**src/rtl/tow_pkg.sv**
```systemverilog
// Shared types and defaults for the push-button debounce/press detector.
// Holds the FSM state encoding and the default debounce/count widths.
// Pure declarations; no logic, no latency, no flow control.
package tow_pkg;

    typedef enum logic [1:0] {
        ST_IDLE      = 2'd0,
        ST_ARMING    = 2'd1,
        ST_HELD      = 2'd2,
        ST_DISARMING = 2'd3
    } state_t;

    localparam int DEBOUNCE_CYCLES_DEF = 16;
    localparam int COUNT_W_DEF         = 8;
    localparam int DB_CNT_W            = 16;

endpackage

```
**src/rtl/press_detector_sat_counter.sv**
```systemverilog
// Saturating up-counter with synchronous clear; clear and increment together yield 1.
// Latency: count updates on the edge that samples inc/clr.
// Backpressure: none; inc beyond all-ones is absorbed.
module sat_counter #(
    parameter int W = 8
) (
    input  logic         clk,
    input  logic         rst,
    input  logic         inc,
    input  logic         clr,
    output logic [W-1:0] count
);

    logic [W-1:0] count_q;
    logic [W-1:0] count_d;

    always_comb begin
        count_d = count_q;
        if (clr) begin
            count_d = inc ? W'(1) : '0;
        end else if (inc && (count_q != '1)) begin
            count_d = count_q + W'(1);
        end
    end

    always_ff @(posedge clk or posedge rst) begin
        if (rst) begin
            count_q <= '0;
        end else begin
            count_q <= count_d;
        end
    end

    assign count = count_q;

endmodule

```
**src/rtl/press_detector.sv**
```systemverilog
// Debounces a synchronized button level and emits press/release strobes plus a press count.
// Latency: pressed and strobes register on the edge of the DEBOUNCE_CYCLES-th consecutive sample.
// Backpressure: none; every sample is consumed on its edge.
module press_detector
    import tow_pkg::*;
#(
    parameter int DEBOUNCE_CYCLES = DEBOUNCE_CYCLES_DEF,
    parameter int COUNT_W         = COUNT_W_DEF
) (
    input  logic               clk,
    input  logic               rst,
    input  logic               sypush,
    input  logic               count_clr,
    output logic               pressed,
    output logic               press_pulse,
    output logic               release_pulse,
    output logic [COUNT_W-1:0] press_count
);

    localparam logic [DB_CNT_W-1:0] CNT_LAST = DB_CNT_W'(DEBOUNCE_CYCLES - 1);

    state_t              state_q, state_d;
    logic [DB_CNT_W-1:0] cnt_q, cnt_d;
    logic                pressed_q, pressed_d;
    logic                press_pulse_q, press_pulse_d;
    logic                release_pulse_q, release_pulse_d;

    always_comb begin
        state_d         = state_q;
        cnt_d           = cnt_q;
        press_pulse_d   = 1'b0;
        release_pulse_d = 1'b0;
        case (state_q)
            ST_IDLE: begin
                if (sypush) begin
                    state_d = ST_ARMING;
                    cnt_d   = DB_CNT_W'(1);
                end
            end
            ST_ARMING: begin
                if (!sypush) begin
                    state_d = ST_IDLE;
                    cnt_d   = '0;
                end else if (cnt_q == CNT_LAST) begin
                    state_d       = ST_HELD;
                    cnt_d         = '0;
                    press_pulse_d = 1'b1;
                end else begin
                    cnt_d = cnt_q + DB_CNT_W'(1);
                end
            end
            ST_HELD: begin
                if (!sypush) begin
                    state_d = ST_DISARMING;
                    cnt_d   = DB_CNT_W'(1);
                end
            end
            ST_DISARMING: begin
                if (sypush) begin
                    state_d = ST_HELD;
                    cnt_d   = '0;
                end else if (cnt_q == CNT_LAST) begin
                    state_d         = ST_IDLE;
                    cnt_d           = '0;
                    release_pulse_d = 1'b1;
                end else begin
                    cnt_d = cnt_q + DB_CNT_W'(1);
                end
            end
            default: begin
                state_d = ST_IDLE;
                cnt_d   = '0;
            end
        endcase
        // pressed tracks the next state so it moves on the same edge as the strobes
        pressed_d = (state_d == ST_HELD) || (state_d == ST_DISARMING);
    end

    always_ff @(posedge clk or posedge rst) begin
        if (rst) begin
            state_q         <= ST_IDLE;
            cnt_q           <= '0;
            pressed_q       <= 1'b0;
            press_pulse_q   <= 1'b0;
            release_pulse_q <= 1'b0;
        end else begin
            state_q         <= state_d;
            cnt_q           <= cnt_d;
            pressed_q       <= pressed_d;
            press_pulse_q   <= press_pulse_d;
            release_pulse_q <= release_pulse_d;
        end
    end

    sat_counter #(
        .W (COUNT_W)
    ) u_press_cnt (
        .clk   (clk),
        .rst   (rst),
        .inc   (press_pulse_d),
        .clr   (count_clr),
        .count (press_count)
    );

    assign pressed       = pressed_q;
    assign press_pulse   = press_pulse_q;
    assign release_pulse = release_pulse_q;

endmodule

```
**config.mk**
```make
export PLATFORM = sky130hd
export DESIGN_NAME = press_detector
export DESIGN_NICKNAME = d
export VERILOG_FILES = /design/src/rtl/tow_pkg.sv /design/src/rtl/press_detector_sat_counter.sv /design/src/rtl/press_detector.sv
export SDC_FILE = /design/constraint.sdc
export NUM_CORES = 1
export LEC_CHECK = 0
export CELL_PAD_IN_SITES_DETAIL_PLACEMENT = 1
export CELL_PAD_IN_SITES_GLOBAL_PLACEMENT = 1
export CORE_UTILIZATION = 40
export CTS_CLUSTER_DIAMETER = 30
export DETAILED_ROUTE_END_ITERATION = 7
export GPL_TIMING_DRIVEN = 1
export PLACE_DENSITY_LB_ADDON = 0.05
export SLEW_MARGIN = 10
export SYNTH_ARGS = -nofsm -noshare
export SYNTH_HDL_FRONTEND = slang
export SYNTH_SLANG_ARGS = --single-unit
```
**constraint.sdc**
```tcl
create_clock -name clk -period 3.03 [get_ports clk]
set_clock_uncertainty 0.2 [all_clocks]
set_input_delay 0.909 -clock clk [delete_from_list [all_inputs] [get_ports clk]]
set_output_delay 0.909 -clock clk [all_outputs]
set_load 0.01 [all_outputs]
```
==> impl_metrics.tcl, run 1 <==
set metrics [dict create \
    p_sw_frac 0.231 \
    tritoncts.num_buffers 3 \
    cts_hold_buf 0 \
    synthesis.area_um2 1540 \
    grt_pass1_vias 1383 \
    power.internal_mw 0.483 \
    worst_setup_path_start_kind "primary input" \
    synth_edf_count 0 \
    die_w_um 64.1 \
    route.detailed.drc 0 \
    multi_input_area_um2 783 \
    peakVddDrop_mv 0.173 \
    slowest_stage "clkdlybuf4s50_1" \
    initial_core_util 0.418 \
    final_common_cell "dfrtp_1" \
    htreeDepth 1 \
    required_ns 3.03 \
    p_total_mw 0.628 \
    hold_path_class "register to register" \
    layout_common_cells "28 x dfrtp_1, 14 x clkdlybuf4s50_1, 12 x nand2_1, 10 x nor2_1, 10 x a21oi_1" \
    p_comb_frac 0.064 \
    cts_setup_buffers 0 \
    register_area_um2 701 \
    cap_violations 0 \
    synth_seq_cells 28 \
    ant_nets 0 \
    cpPeakStageDelay_ns 0.47 \
    clkSlewWorstSetupHoldPaths_ns 0.09 \
    dp_hpwl_mm 2.78 \
    clock_latency_ns 0.27 \
    dieHeight_um 64.1 \
    hold_viol_final 0 \
    dieArea_um2 4110 \
    nFillCells 426 \
    synthToLayoutAreaGrowth_pct 17.2 \
    ios 15 \
    final_nets 189 \
    grt_pass1_wl_mm 6.64 \
    worst-path-buf-inv 1 \
    io_buffers 14 \
    syn_area_per_cell_um2 9.58 \
    synth_cells 161 \
    fin_crit_sh 0.877 \
    dp_slack_ns 0.0840 \
    p_sw_mw 0.145 \
    cp_cell_sequence "clkdlybuf4s50_1 > or2b_2 > a311o_2 > or4_1 > a21oi_1" \
    layout_min_cycle_time_ns 2.66 \
    leakagePower_nw 0.734 \
    cp_data_arrival_time_ns 2.66 \
    ys_warn_count 0 \
    p_seq_frac 0.613 \
    critPathKind "primary input to register" \
    fin_util 0.490 \
    wire_per_inst_um 16.9 \
    gp_congestion 0.781 \
    cts_sinks 28 \
    drive_above_1_share 0.105 \
    cp_top_family "simple AND/OR/NAND/NOR gates" \
    drtIter0Drc 55 \
    setup_tns_ns 0 \
    cts_tree "done" \
    async_flop_share 1.00 \
    core_um2 3690 \
    cts_resized 0 \
    ys_seq_area_frac 0.454 \
    overflow 0 \
    worst_slack_ns 0.371 \
    dr.pass1.iters 4 \
    num_rows 22 \
    power.density_nw_per_um2 347 \
    ys.flop_type "dfrtp_1" \
    syn-num-nets 167 \
    status "finished, final reports clean" \
    setup_viol 0 \
    track_usage 0.208 \
    max_freq_mhz 376 \
    routed_wl_mm 3.87 \
    antenna_found_initial 0 \
    end_kind "register" \
    via_per_inst 6.09 \
    yosys.cell_types.count 42 \
    clkPwrFrac 0.323 \
    antenna_cells 0 \
    via_count 1395 \
    rsz0062_at_grt "no" \
    cts.path.max_buffers 2 \
    worst-path-max-fanout 6 \
    worst_pin_slew_ns 0.361 \
    whs_ns 0.374 \
    grt_max_degree 29 \
    slew_violations 0 \
    max_slew_margin 0.753 \
    root_buffer "clkbuf_8" \
]
==> cells in the mapped netlist (4+ instances only) <==
library cell	count	area, µm²
or4_1	6	45.0
inv_1	6	22.5
nor3_1	4	20.0
a31oi_1	5	31.3
o31ai_1	4	30.0
a21oi_1	10	50.1
or3_1	5	31.3
nand2_1	12	45.0
nor2_1	10	37.5
o211ai_1	4	30.0
o21ai_0	9	45.0
nand3_1	7	35.0
xor2_1	5	43.8
dfrtp_1	28	701
==> state kept, by name, summed over array words and instances (netlist names) <==
register	count
state_q	2
cnt_q	16
u_press_cnt.count	8
press_pulse	1
release_pulse	1
==> layer usage <==
layer,part of all wire,track usage,vias up
met5,0,0,-
met4,0.014,0.0667,0
met3,0.019,0.0232,6
met2,0.47,0.331,20
met1,0.50,0.295,713
li1,-,-,656
==> final timing paths <==
kind	startpoint	to	slack (ns)	cells past startpoint
min reg2reg	cnt_q[1]	cnt_q[1]	0.37	1
max in group asynchronous	rst	cnt_q[14]	1.55	3
min	cnt_q[1]	cnt_q[1]	0.37	1
max reg2reg	cnt_q[10]	u_press_cnt.count[5]	0.38	4
min in group asynchronous	rst	cnt_q[10]	0.81	3
max	sypush	u_press_cnt.count[5]	0.37	5
==> kinds of logic (layout without fill, tap and decap cells) <==
group / Yosys count / after routing / synth area share
xor gates and xnor gates: 5 / 5 / 0.0284
adders and majority gates: 2 / 2 / 0.0162
AOI/OAI and AO/OA: 43 / 43 / 0.182
muxes: 2 / 2 / 0.0130
and+or+nand+nor: 70 / 70 / 0.268
buffers and inverters: 11 / 31 / 0.0381
DFF: 28 / 28 / 0.454
==> through the flow <==
stage / cells / instance area [µm²]
floorplan: 161 / 1540
global placement: 226 / 1770
detailed placement: 226 / 1770
CTS: 229 / 1810
global route: 229 / 1810
finish: 229 / 1810
==> area by class of cell <==
| cell class | count | share of cell area |
|---|---|---|
| multi-input cells | 122 | 0.433 |
| flip-flops and latches | 28 | 0.388 |
| repair buffers | 22 | 0.111 |
| well taps | 48 | 0.0332 |
| clock buffers | 3 | 0.0228 |
| inverters | 6 | 0.0125 |
==> power groups by stage <==
stage	combinational (mW)	sequential, mW	clock, mW
2_1_floorplan	0.0273	0.389	0
3_3_place_gp	0.0394	0.392	0
3_5_place_dp	0.0408	0.392	0
4_1_cts	0.0411	0.385	0.210
5_1_grt	0.0464	0.386	0.223
6_report	0.0400	0.385	0.203
(Power assumes the default switching activity.)
==> run 2, diff against run 1 <==
--- a/config.mk
+++ b/config.mk
@@ -9,6 +9,7 @@
 export CELL_PAD_IN_SITES_GLOBAL_PLACEMENT = 1
 export CORE_UTILIZATION = 40
 export CTS_CLUSTER_DIAMETER = 30
+export CTS_CLUSTER_SIZE = 14
 export DETAILED_ROUTE_END_ITERATION = 7
 export GPL_TIMING_DRIVEN = 1
 export PLACE_DENSITY_LB_ADDON = 0.05
==> results of run 2 <==
Same layout as run 1: the final DEF is identical, and so are final timing and power.
==> run 3, diff against run 2 <==
--- a/config.mk
+++ b/config.mk
@@ -13,7 +13,6 @@
 export DETAILED_ROUTE_END_ITERATION = 7
 export GPL_TIMING_DRIVEN = 1
 export PLACE_DENSITY_LB_ADDON = 0.05
-export SLEW_MARGIN = 10
 export SYNTH_ARGS = -nofsm -noshare
 export SYNTH_HDL_FRONTEND = slang
 export SYNTH_SLANG_ARGS = --single-unit
==> results of run 3 <==
Same layout as run 1: the final DEF is identical, and so are final timing and power.
